## src/rtl/checker_ram_to_wb_pkg.sv

```systemverilog
// Shared definitions for the RAM-to-Wishbone drain engine.
//  - Default geometry: 12-bit row address, 13-bit row count, 255-cycle bus timeout.
//  - Bank count (8 byte-wide banks form one 64-bit row).
//  - FSM state encoding, also exposed on the debug port.
//  - pack_beat: builds a 32-bit write word, lowest bank in the top byte.
package checker_ram_to_wb_pkg;

    localparam int ROW_W_DEF = 12;
    localparam int LEN_W_DEF = 13;
    localparam int TMO_DEF   = 255;
    localparam int NBANK     = 8;

    typedef enum logic [2:0] {
        ST_IDLE = 3'd0,
        ST_RADR = 3'd1,
        ST_RLAT = 3'd2,
        ST_WR0  = 3'd3,
        ST_WR1  = 3'd4,
        ST_FIN  = 3'd5
    } state_t;

    function automatic logic [31:0] pack_beat(input logic [7:0] b0, input logic [7:0] b1,
                                              input logic [7:0] b2, input logic [7:0] b3);
        return {b0, b1, b2, b3};
    endfunction

endpackage

```

## src/rtl/checker_ram_to_wb_if.sv

```systemverilog
// Wishbone classic bus bundle.
//  master: drives adr/dat/sel/cyc/stb/we, receives ack/err.
//  slave : the reverse.
// Handshake: a beat is offered while cyc & stb are high; adr/dat/sel/we stay
// stable until the slave answers with ack or err in some cycle where stb is
// high. The beat ends on that clock edge.
interface checker_ram_to_wb_if;
    logic [31:0] adr;
    logic [31:0] dat;
    logic [3:0]  sel;
    logic        cyc;
    logic        stb;
    logic        we;
    logic        ack;
    logic        err;

    modport master (output adr, dat, sel, cyc, stb, we, input ack, err);
    modport slave  (input adr, dat, sel, cyc, stb, we, output ack, err);
endinterface

```

## src/rtl/checker_ram_to_wb_beat.sv

```systemverilog
// Single-beat Wishbone classic write engine.
//  sys_clk, sys_rst_n : clock, asynchronous active-low reset
//  req_i              : accepted only while no beat is open; adr_i/dat_i latched then
//  end_o              : combinational, high in the stb cycle that closes the beat
//  err_o              : combinational, beat closed by wb err or by timeout
//  wb                 : bus master port
// After a beat closes, cyc/stb are low for at least one cycle before the next
// request can open a new one.
module checker_ram_to_wb_beat #(
    parameter int TMO = 255
) (
    input  logic        sys_clk,
    input  logic        sys_rst_n,
    input  logic        req_i,
    input  logic [31:0] adr_i,
    input  logic [31:0] dat_i,
    output logic        end_o,
    output logic        err_o,
    checker_ram_to_wb_if.master wb
);

    localparam logic [7:0] TMO_LAST = 8'(TMO - 1);

    logic        stb_q;
    logic [31:0] adr_q;
    logic [31:0] dat_q;
    logic [7:0]  cnt_q;
    logic        tmo_hit;

    // cnt_q counts completed stb cycles of the open beat; the TMO-th stb cycle
    // without a response closes the beat exactly like a bus error.
    assign tmo_hit = stb_q && (cnt_q == TMO_LAST);
    assign err_o   = stb_q && (wb.err || tmo_hit);
    assign end_o   = stb_q && (wb.ack || wb.err || tmo_hit);

    always_ff @(posedge sys_clk or negedge sys_rst_n) begin
        if (!sys_rst_n) begin
            stb_q <= 1'b0;
            adr_q <= '0;
            dat_q <= '0;
            cnt_q <= '0;
        end else if (!stb_q) begin
            if (req_i) begin
                stb_q <= 1'b1;
                adr_q <= adr_i;
                dat_q <= dat_i;
                cnt_q <= '0;
            end
        end else if (end_o) begin
            stb_q <= 1'b0;
        end else begin
            cnt_q <= cnt_q + 8'd1;
        end
    end

    assign wb.cyc = stb_q;
    assign wb.stb = stb_q;
    assign wb.we  = stb_q;
    assign wb.sel = {4{stb_q}};
    assign wb.adr = adr_q;
    assign wb.dat = dat_q;

endmodule

```

## src/rtl/checker_ram_to_wb.sv

```systemverilog
// Wishbone classic master draining the 8 byte-wide RAM banks to a WB target.
//  sys_clk, sys_rst_n       : clock, asynchronous active-low reset
//  start_i/abort_i          : begin a transfer / stop at the next safe point
//  src_row_i/len_i/dst_adr_i: first row, row count (0 = none), WB byte address
//  busy_o/done_o/err_o      : in progress / end pulse / sticky bus failure
//  ram_adr_o, ram_dat_*_i   : bank read port, data one cycle after address
//  dbg_state_o              : current FSM state
//  wb                       : WB master; two 32-bit writes per 64-bit row
module checker_ram_to_wb
    import checker_ram_to_wb_pkg::*;
#(
    parameter int ROW_W = ROW_W_DEF,
    parameter int LEN_W = LEN_W_DEF,
    parameter int TMO   = TMO_DEF
) (
    input  logic             sys_clk,
    input  logic             sys_rst_n,
    input  logic             start_i,
    input  logic             abort_i,
    input  logic [ROW_W-1:0] src_row_i,
    input  logic [LEN_W-1:0] len_i,
    input  logic [31:0]      dst_adr_i,
    output logic             busy_o,
    output logic             done_o,
    output logic             err_o,
    output logic [ROW_W-1:0] ram_adr_o,
    input  logic [7:0]       ram_dat_0_i,
    input  logic [7:0]       ram_dat_1_i,
    input  logic [7:0]       ram_dat_2_i,
    input  logic [7:0]       ram_dat_3_i,
    input  logic [7:0]       ram_dat_4_i,
    input  logic [7:0]       ram_dat_5_i,
    input  logic [7:0]       ram_dat_6_i,
    input  logic [7:0]       ram_dat_7_i,
    output state_t           dbg_state_o,
    checker_ram_to_wb_if.master wb
);

    localparam logic [ROW_W-1:0] ROW_ONE = 1;
    localparam logic [LEN_W-1:0] LEN_ONE = 1;

    state_t           state_q;
    logic             busy_q, done_q, err_q, abort_q;
    logic [ROW_W-1:0] ram_adr_q;
    logic [LEN_W-1:0] rem_q;
    logic [31:0]      dst_q;
    logic [7:0]       row_buf_q [NBANK];
    logic [7:0]       ram_dat [NBANK];

    logic [ROW_W-1:0] row_d;
    logic [31:0]      dst_d;
    logic             beat_req, beat_end, beat_err;
    logic [31:0]      beat_adr, beat_dat;

    assign ram_dat[0] = ram_dat_0_i;
    assign ram_dat[1] = ram_dat_1_i;
    assign ram_dat[2] = ram_dat_2_i;
    assign ram_dat[3] = ram_dat_3_i;
    assign ram_dat[4] = ram_dat_4_i;
    assign ram_dat[5] = ram_dat_5_i;
    assign ram_dat[6] = ram_dat_6_i;
    assign ram_dat[7] = ram_dat_7_i;

    // Both counters wrap naturally at their width.
    assign row_d = ram_adr_q + ROW_ONE;
    assign dst_d = dst_q + 32'd8;

    // The beat engine only accepts a request while idle, so holding req for
    // the whole WR state issues exactly one beat per state visit.
    assign beat_req = (state_q == ST_WR0) || (state_q == ST_WR1);
    assign beat_adr = (state_q == ST_WR1) ? dst_q + 32'd4 : dst_q;
    assign beat_dat = (state_q == ST_WR1)
                    ? pack_beat(row_buf_q[4], row_buf_q[5], row_buf_q[6], row_buf_q[7])
                    : pack_beat(row_buf_q[0], row_buf_q[1], row_buf_q[2], row_buf_q[3]);

    checker_ram_to_wb_beat #(.TMO(TMO)) u_beat (
        .sys_clk   (sys_clk),
        .sys_rst_n (sys_rst_n),
        .req_i     (beat_req),
        .adr_i     (beat_adr),
        .dat_i     (beat_dat),
        .end_o     (beat_end),
        .err_o     (beat_err),
        .wb        (wb)
    );

    always_ff @(posedge sys_clk or negedge sys_rst_n) begin
        if (!sys_rst_n) begin
            state_q   <= ST_IDLE;
            busy_q    <= 1'b0;
            done_q    <= 1'b0;
            err_q     <= 1'b0;
            abort_q   <= 1'b0;
            ram_adr_q <= '0;
            rem_q     <= '0;
            dst_q     <= '0;
            for (int b = 0; b < NBANK; b++) row_buf_q[b] <= '0;
        end else begin
            done_q <= 1'b0;
            case (state_q)
                ST_IDLE: begin
                    abort_q <= 1'b0;
                    if (start_i) begin
                        err_q <= 1'b0;
                        if (len_i != '0) begin
                            ram_adr_q <= src_row_i;
                            rem_q     <= len_i;
                            dst_q     <= dst_adr_i & ~32'h3;
                            busy_q    <= 1'b1;
                            state_q   <= ST_RADR;
                        end else begin
                            done_q  <= 1'b1;
                            state_q <= ST_FIN;
                        end
                    end
                end
                ST_RADR: begin
                    if (abort_i) begin
                        done_q  <= 1'b1;
                        busy_q  <= 1'b0;
                        state_q <= ST_FIN;
                    end else begin
                        state_q <= ST_RLAT;
                    end
                end
                ST_RLAT: begin
                    if (abort_i) begin
                        done_q  <= 1'b1;
                        busy_q  <= 1'b0;
                        state_q <= ST_FIN;
                    end else begin
                        for (int b = 0; b < NBANK; b++) row_buf_q[b] <= ram_dat[b];
                        state_q <= ST_WR0;
                    end
                end
                ST_WR0, ST_WR1: begin
                    // An abort seen at any point of a beat is remembered and
                    // honoured once that beat has terminated.
                    if (abort_i) abort_q <= 1'b1;
                    if (beat_end) begin
                        if (beat_err) begin
                            err_q   <= 1'b1;
                            done_q  <= 1'b1;
                            busy_q  <= 1'b0;
                            state_q <= ST_FIN;
                        end else begin
                            if (state_q == ST_WR1) begin
                                dst_q     <= dst_d;
                                ram_adr_q <= row_d;
                                rem_q     <= rem_q - LEN_ONE;
                            end
                            if (abort_i || abort_q || (state_q == ST_WR1 && rem_q == LEN_ONE)) begin
                                done_q  <= 1'b1;
                                busy_q  <= 1'b0;
                                state_q <= ST_FIN;
                            end else begin
                                state_q <= (state_q == ST_WR0) ? ST_WR1 : ST_RADR;
                            end
                        end
                    end
                end
                ST_FIN: begin
                    state_q <= ST_IDLE;
                end
                default: begin
                    state_q <= ST_IDLE;
                end
            endcase
        end
    end

    assign busy_o      = busy_q;
    assign done_o      = done_q;
    assign err_o       = err_q;
    assign ram_adr_o   = ram_adr_q;
    assign dbg_state_o = state_q;

endmodule

```

## src/flat_wrapper.sv

```systemverilog
// flat-port wrapper written by rule: the top's interface ports become plain ports
module checker_ram_to_wb_flat import checker_ram_to_wb_pkg::*;
#(
    parameter int ROW_W = ROW_W_DEF,
    parameter int LEN_W = LEN_W_DEF,
    parameter int TMO   = TMO_DEF
)
  (sys_clk, sys_rst_n, start_i, abort_i, src_row_i, len_i, dst_adr_i, busy_o, done_o, err_o, ram_adr_o, ram_dat_0_i, ram_dat_1_i, ram_dat_2_i, ram_dat_3_i, ram_dat_4_i, ram_dat_5_i, ram_dat_6_i, ram_dat_7_i, dbg_state_o, wb_adr, wb_dat, wb_sel, wb_cyc, wb_stb, wb_we, wb_ack, wb_err);
  checker_ram_to_wb_if wb_i ();
  input  logic sys_clk;
  input  logic sys_rst_n;
  input  logic start_i;
  input  logic abort_i;
  input  logic [ROW_W-1:0] src_row_i;
  input  logic [LEN_W-1:0] len_i;
  input  logic [31:0] dst_adr_i;
  output logic busy_o;
  output logic done_o;
  output logic err_o;
  output logic [ROW_W-1:0] ram_adr_o;
  input  logic [7:0] ram_dat_0_i;
  input  logic [7:0] ram_dat_1_i;
  input  logic [7:0] ram_dat_2_i;
  input  logic [7:0] ram_dat_3_i;
  input  logic [7:0] ram_dat_4_i;
  input  logic [7:0] ram_dat_5_i;
  input  logic [7:0] ram_dat_6_i;
  input  logic [7:0] ram_dat_7_i;
  output state_t dbg_state_o;
  output wire logic [$bits(wb_i.adr)-1:0] wb_adr;
  output wire logic [$bits(wb_i.dat)-1:0] wb_dat;
  output wire logic [$bits(wb_i.sel)-1:0] wb_sel;
  output wire logic [$bits(wb_i.cyc)-1:0] wb_cyc;
  output wire logic [$bits(wb_i.stb)-1:0] wb_stb;
  output wire logic [$bits(wb_i.we)-1:0] wb_we;
  input wire logic [$bits(wb_i.ack)-1:0] wb_ack;
  input wire logic [$bits(wb_i.err)-1:0] wb_err;
  assign wb_adr = wb_i.adr;
  assign wb_dat = wb_i.dat;
  assign wb_sel = wb_i.sel;
  assign wb_cyc = wb_i.cyc;
  assign wb_stb = wb_i.stb;
  assign wb_we = wb_i.we;
  assign wb_i.ack = wb_ack;
  assign wb_i.err = wb_err;
  checker_ram_to_wb #(.ROW_W(ROW_W), .LEN_W(LEN_W), .TMO(TMO)) u_core (.sys_clk(sys_clk), .sys_rst_n(sys_rst_n), .start_i(start_i), .abort_i(abort_i), .src_row_i(src_row_i), .len_i(len_i), .dst_adr_i(dst_adr_i), .busy_o(busy_o), .done_o(done_o), .err_o(err_o), .ram_adr_o(ram_adr_o), .ram_dat_0_i(ram_dat_0_i), .ram_dat_1_i(ram_dat_1_i), .ram_dat_2_i(ram_dat_2_i), .ram_dat_3_i(ram_dat_3_i), .ram_dat_4_i(ram_dat_4_i), .ram_dat_5_i(ram_dat_5_i), .ram_dat_6_i(ram_dat_6_i), .ram_dat_7_i(ram_dat_7_i), .dbg_state_o(dbg_state_o), .wb(wb_i));
endmodule
```

## config.mk

```make
export PLATFORM = sky130hd
export DESIGN_NAME = checker_ram_to_wb_flat
export DESIGN_NICKNAME = d
export VERILOG_FILES = /design/src/rtl/checker_ram_to_wb_pkg.sv /design/src/rtl/checker_ram_to_wb_if.sv /design/src/rtl/checker_ram_to_wb_beat.sv /design/src/rtl/checker_ram_to_wb.sv /design/src/flat_wrapper.sv
export SDC_FILE = /design/constraint.sdc
export NUM_CORES = 1
export LEC_CHECK = 0
export ABC_AREA = 0
export BUFFER_PORTS_ARGS = -buffer_cell sky130_fd_sc_hd__buf_2
export CORE_ASPECT_RATIO = 1.4
export CORE_UTILIZATION = 40
export CTS_CLUSTER_DIAMETER = 80
export DETAILED_ROUTE_END_ITERATION = 7
export MAX_ROUTING_LAYER = met4
export PLACE_DENSITY_LB_ADDON = 0.05
export SETUP_SLACK_MARGIN = 0.05
export SLEW_MARGIN = 20
export SYNTH_ARGS = -nofsm -noshare
export SYNTH_HDL_FRONTEND = slang
export SYNTH_SLANG_ARGS = --single-unit
```

## constraint.sdc

```tcl
create_clock -name sys_clk -period 3.5 [get_ports sys_clk]
set_input_delay 0.7 -clock sys_clk [delete_from_list [all_inputs] [get_ports sys_clk]]
set_output_delay 0.7 -clock sys_clk [all_outputs]
set_load 0.02 [all_outputs]
```

**Word level (Yosys, flattened, before mapping)**

Cells that the tools add are included.

- Logic and storage cells: 123
- Flip-flop bits (word level): 201
- Output and inout bits: 89
- Input port bits: 127

- Equal/unequal tests: 16
- Mux-type cells: 55
- Reductions and logical operators: 25
- Bitwise operators: 2
- Add/sub/neg operators: 5

Operator list:

| kind | number |
|---|---|
| 32-bit two-way mux | 7 |
| 13-bit two-way mux | 5 |
| 32-bit one-hot mux with 2 select lines | 1 |
| 12-bit two-way mux | 5 |
| 32-bit by 3-bit adder with 32-bit output, second input constant | 1 |
| 32-bit by 4-bit adder with 32-bit output, second input constant | 1 |
| 13-bit one-hot mux with 2 select lines | 1 |
| 3-bit two-way mux | 8 |
| 8-bit two-way mux | 3 |
| 12-bit one-hot mux with 2 select lines | 1 |
| 1-bit two-way mux | 19 |
| 13-bit by 1-bit == test with 1-bit output, second input constant | 1 |
| 13-bit nonzero test | 1 |
| 13-bit by 1-bit subtractor with 13-bit output, second input constant | 1 |
| 12-bit by 1-bit adder with 12-bit output, second input constant | 1 |
| 3-bit one-hot mux with 4 select lines | 1 |
| 6-bit AND reduction | 2 |
| 2-bit by 1-bit inequality test with 1-bit output, second input constant | 5 |
| 2-bit AND reduction | 5 |
| 8-bit by 1-bit adder with 8-bit output, second input constant | 1 |
| 8-bit == test, second input constant | 1 |
| 2-bit inequality test, second input constant | 4 |
| 3-bit by 2-bit == test with 1-bit output, second input constant | 2 |
| 1-bit logical OR | 6 |
| 12 further kinds | 20 |

**Logic depth before layout (Yosys ltp)**

- Depth in word-level cells: 7
- Depth in mapped cells: 9
- Depth with buffers taken out: 7

**Cells and area by module**

From an unflattened synthesis, not the netlist that was laid out.

- Cells, all modules: 1135
- Area, all modules: 10251.1 um^2

Modules (own cells, without submodules):

| module | instances | sequential area each (um^2) | cells each | area an instance (um^2) |
|---|---|---|---|---|
| checker_ram_to_wb | 1 | 3153.0 | 805 | 7298.2 |
| checker_ram_to_wb_beat | 1 | 1826.8 | 330 | 2952.8 |

**Least setup slack after synthesis**

OpenSTA, ideal clock, no wires.

- Path kind: input -> register
- Start: input port len_i[0]
- End: register u_core.rem_q[9]
- Required time: 3.418 ns
- Library setup time: 0.082 ns
- Stages on the path: 6
- Buffers on the path: 2
- Setup slack: 1.106 ns
- Arrival time: 2.312 ns
- Path through: or4_4 > o41a_1 > o211a_4 > buf_6 > buf_6 > a22oi_2

- Longest elaborated chain between the ends: 3

RTL lines:

| what | RTL line | RTL |
|---|---|---|
| start, declared | flat_wrapper.sv:15 | `input logic [LEN_W-1:0] len_i;` |
| 13-bit nonzero test | checker_ram_to_wb.sv:105 | `if (len_i != '0) begin` |
| 2-bit by 1-bit inequality test with 1-bit output (no source line) | -- |  |
| 6-bit AND reduction (no source line) | -- |  |
| end signal, assigned | checker_ram_to_wb.sv:107 | `rem_q <= len_i;` |
| end signal, assigned | checker_ram_to_wb.sv:150 | `rem_q <= rem_q - LEN_ONE;` |
| end, declared | checker_ram_to_wb.sv:45 | `logic [LEN_W-1:0] rem_q;` |

No other way between the ends.
A chain may end at the register's enable or synchronous reset.

**Worst setup path after layout**

- Start: register u_core.u_beat.cnt_q[0]
- End: register u_core.dst_q[21]

- Longest elaborated chain between the ends: 6
- Elaborated cells on any way between the ends: 9

RTL lines:

| what | RTL line | RTL |
|---|---|---|
| start, declared | checker_ram_to_wb_beat.sv:27 | `logic [7:0] cnt_q;` |
| start signal, assigned | checker_ram_to_wb_beat.sv:52 | `cnt_q <= cnt_q + 8'd1;` |
| 8-bit == test (*) | checker_ram_to_wb_beat.sv:32 | `assign tmo_hit = stb_q && (cnt_q == TMO_LAST);` |
| 1-bit logical AND (*) | checker_ram_to_wb_beat.sv:32 |  |
| 1-bit logical OR (on tied branches) | checker_ram_to_wb_beat.sv:34, checker_ram_to_wb_beat.sv:33 |  |
| 1-bit logical AND (on tied branches) | checker_ram_to_wb_beat.sv:34, checker_ram_to_wb_beat.sv:33 |  |
| 2-bit by 1-bit inequality test with 1-bit output (no source line) or 2-bit inequality test (tied branches) | -- |  |
| 6-bit AND reduction (no source line) (*) | -- |  |
| end signal, assigned | checker_ram_to_wb.sv:108 | `dst_q <= dst_adr_i & ~32'h3;` |
| end signal, assigned | checker_ram_to_wb.sv:148 | `dst_q <= dst_d;` |
| end, declared | checker_ram_to_wb.sv:46 | `logic [31:0] dst_q;` |

Mark *: on every way between the ends. The rest lies on a longest branch, timed or not.

==> summary.md <==
| Metric | Value |
|---|---|
| Avg Cell Area, Syn | `a little under 10 um2` |
| Final setup fails | `0` |
| Synth Flop Type | `dfrtp_1` |
| Critical path type | `flop to flop` |
| Worst r2r src | `u_core.u_beat.cnt_q[0]` |
| R2R cell count | `7` |
| Total stage count of the critical path | `7` |
| CTS tree | `built` |
| RSZ-0062 raised after global routing | `no` |
| Root buffer cell | `clkbuf_16` |
| Area grow syn2layout | `18.8%` |
| Crit end category | `flop` |
| Max-slew headroom | `36.6%` |
| Grt total ovfl | `0` |
| Final WL | `roughly 27000 um` |
| Std-Cell Rows | `68` |
| Die area | `between 20000 and 30000 um2` |
| Register area | `about 4900 um2` |
| Critical path buffers and inverters | `1` |
| Drt pass-1 iters | `7` |
| Max stage delay on crit path | `roughly 0.86 ns` |
| Die H | `around 190 um` |
| Worst-skew pair later-pin latency | `around 0.44 ns` |
| Global-route wire length before repair | `around 43000 um` |
| EDFF count, synth | `0` |
| Reg-to-reg critical path endpoint | `u_core.dst_q[21]` |
| Post-synth ARST share | `between 90% and 100%` |
| Class of the worst hold path | `primary input to async pin` |
| CP required | `between 3 and 4 ns` |
| Iter 0 DRT Violations | `428` |
| Vias | `8216` |
| Total power | `approximately 0.012 W` |
| CTS-repair resized insts | `0` |
| CP delay by family, top | `compound AO/OA/AOI/OAI gates` |
| TritonCTS Sinks | `about 200` |
| Port Buffers | `~210` |
| Effective utilization at floorplan | `between 40% and 50%` |
| CP cell instances | `inv_1, ha_1, and4_1, a221oi_1, o211a_4, o21ai_0, a22o_1` |
| Core Area | `between 20000 and 25000 um2` |
| Global-route usage over all layers | `between 20% and 30%` |
| TritonCTS Buffers | `17` |
| Post-CTS Setup Repair Bufs | `0` |
| Area leader, netlist | `dfrtp_1` |
| Status | `finished clean` |
| CP Max Fanout | `77` |
| Syn Std Cell Area | `10100 um2` |
| Pwr/cell area | `around 970 nW/um2` |
| Fmax | `about 340 MHz` |
| R2R setup slack | `about 0.55 ns` |
| Routability cong. | `0.845` |
| Actual slew at the worst max-slew pin | `about 0.95 ns` |
| Fillers | `between 2000 and 2500` |
| DRC violations left | `0` |
| Register clock-pin slew on the reported worst setup and hold paths | `~0.080 ns` |
| Final Cycle Share | `84.2%` |
| DP Cell Count | `1498` |
| Clock Path Buffers | `2` |
| Static leakage | `5.11 nW` |
| Post-synth cell types | `67` |
| Initial antenna violation count | `1` |
| Nets | `approximately 1300` |
| DP HPWL | `18600 um` |
| Area taken by multi-input logic gates | `between 4000 and 5000 um2` |
| Non-filler instance count after layout | `about 1500` |
| Top post-synthesis cells by area | `dfrtp_1 (49%), mux2_2 (7.2%), nand2_1 (4.8%)` |
| Slowest-stage cell, CP | `o211a_4` |
| Worst EP arrival | `between 3 and 4 ns` |
| Most common cell after layout, fill and taps aside | `buf_2` |
| Pins Over Slew Limit | `0` |
| Post-Syn Instances | `slightly above 1000` |
| Hold_buf cts | `0` |
| Share of layout cells above drive strength 1 | `between 20% and 30%` |
| Clock period minus worst slack | `approximately 2.9 ns` |
| Largest net degree at the start of global routing | `80` |
| Via density | `between 5 and 6` |
| Synthesized flop and latch total | `between 150 and 200` |
| VDD IR max | `0.551 mV` |
| Sequential element share of the synthesized area | `slightly below 50%` |
| Final Hold Vio Count | `0` |
| Share of the synthesized area in the top cell type | `between 40% and 50%` |
| Startpoint types | `flop` |
| I/O pins | `around 220` |
| Clock skew | `between 0.01 and 0.015 ns` |
| Chip width | `about 140 um` |
| WL/cell | `~18 um` |
| Ys Warns | `0` |
| Post-route ant nets | `0` |
| Vias in the first global route | `a little over 8000` |
| Number of max-cap violations | `0` |
| Most frequent cells in the layout | `buf_2 (210), dfrtp_1 (197), nand2_1 (129)` |
| Setup TNS | `0 ns` |
| H-tree levels | `4` |
[how the worst max path moves through the flow]
stage	start	end	slack [ns]
3_5_place_dp	len_i[1]	u_core.rem_q[0]	0.55
2_1_floorplan	len_i[0]	u_core.rem_q[9]	1.11
3_3_place_gp	len_i[1]	u_core.ram_adr_o[3]	0.59
4_1_cts	u_core.u_beat.cnt_q[0]	u_core.dst_q[21]	0.55
6_report	u_core.u_beat.cnt_q[0]	u_core.dst_q[21]	0.55
5_1_grt	u_core.u_beat.cnt_q[0]	u_core.dst_q[12]	0.31
[worst reg2reg max path, stage by stage (launching register included)]
cell	delay, ns
dfrtp_1	0.43
inv_1	0.06
ha_1	0.21
and4_1	0.24
a221oi_1	0.49
o211a_4	0.86
o21ai_0	0.27
a22o_1	0.28
[kinds of logic after synthesis]
logic type	Yosys count	synth area share [%]
AO/OA/AOI/OAI	252	16.8
XOR/XNOR	35	3.05
adder cells (fa/ha/maj)	7	0.870
buffers and inverters	106	5.09
flip-flops	197	49.0
multiplexers	70	7.77
other	1	0.0373
AND/OR/NAND/NOR	371	17.4
[metrics by stage]
| stage | hold slack [ns] | setup WS [ns] | util [%] | cell area (um2) |
|---|---|---|---|---|
| 2_1_floorplan | 0.404 | 1.11 | - | 10100 |
| 3_3_place_gp | 0.470 | 0.588 | 45.9 | 11300 |
| 3_5_place_dp | 0.495 | 0.552 | 45.9 | 11300 |
| 4_1_cts | 0.314 | 0.552 | 48.4 | 11900 |
| 5_1_grt | 0.308 | 0.306 | 48.4 | 12000 |
| 6_report | 0.261 | 0.554 | 48.4 | 12000 |
[layer usage]
layer  vias up  routed length (um)  track usage, %
met1      3988               11400            26.7
li1       4026                   -               -
met2       173               13700            36.8
met3        29                1310            5.09
met4         0                 512            6.97
met5         -                   0               -
[synthesized netlist by cell type (3+ instances only)]
cell	number
nor3_1	9
o31ai_1	3
o41ai_1	4
o32ai_1	3
xnor2_1	12
a31o_2	4
ha_1	7
mux2i_1	5
inv_1	17
a2bb2oi_1	3
a22oi_2	4
xor2_1	23
a21oi_1	82
and2_1	4
buf_4	9
buf_2	34
and4_1	7
a22o_1	13
nor4_1	11
nand2b_1	3
nor2b_1	5
a22oi_1	5
or4_1	4
clkbuf_1	39
a2bb2oi_2	11
nor4_2	3
and3_1	12
a31oi_1	36
nor2_1	108
o22ai_1	18
o21ai_0	44
mux2_2	64
nand4_1	29
nand2_1	130
dfrtp_1	197
nand3_1	32
buf_6	5
[state kept, by name (all words and copies together), names as in the netlist]
name / cells
u_core.dbg_state_o: 3
u_core.u_beat.wb.dat: 32
u_core.busy_o: 1
u_core.dst_q: 30
u_core.u_beat.wb.adr: 30
u_core.u_beat.wb.cyc: 1
u_core.done_o: 1
u_core.rem_q: 13
u_core.ram_adr_o: 12
u_core.u_beat.cnt_q: 8
u_core.abort_q: 1
u_core.err_o: 1
u_core.row_buf_q: 64
[where the power goes]
group          switching (W)  internal, W
registers           0.000916      0.00340
logic                0.00307      0.00207
clock network       0.000889      0.00124
[area by class of cell]
cell class | instances | share of cell area, %
diodes | 1 | 0.0209
clock buffers | 22 | 3.88
clock inverters | 9 | 1.36
inverters | 17 | 0.534
multi-input cells | 737 | 38.9
flip-flops and latches | 197 | 41.2
well taps | 315 | 3.30
repair buffers | 232 | 10.8
Power figures use the tool's default switching activity.
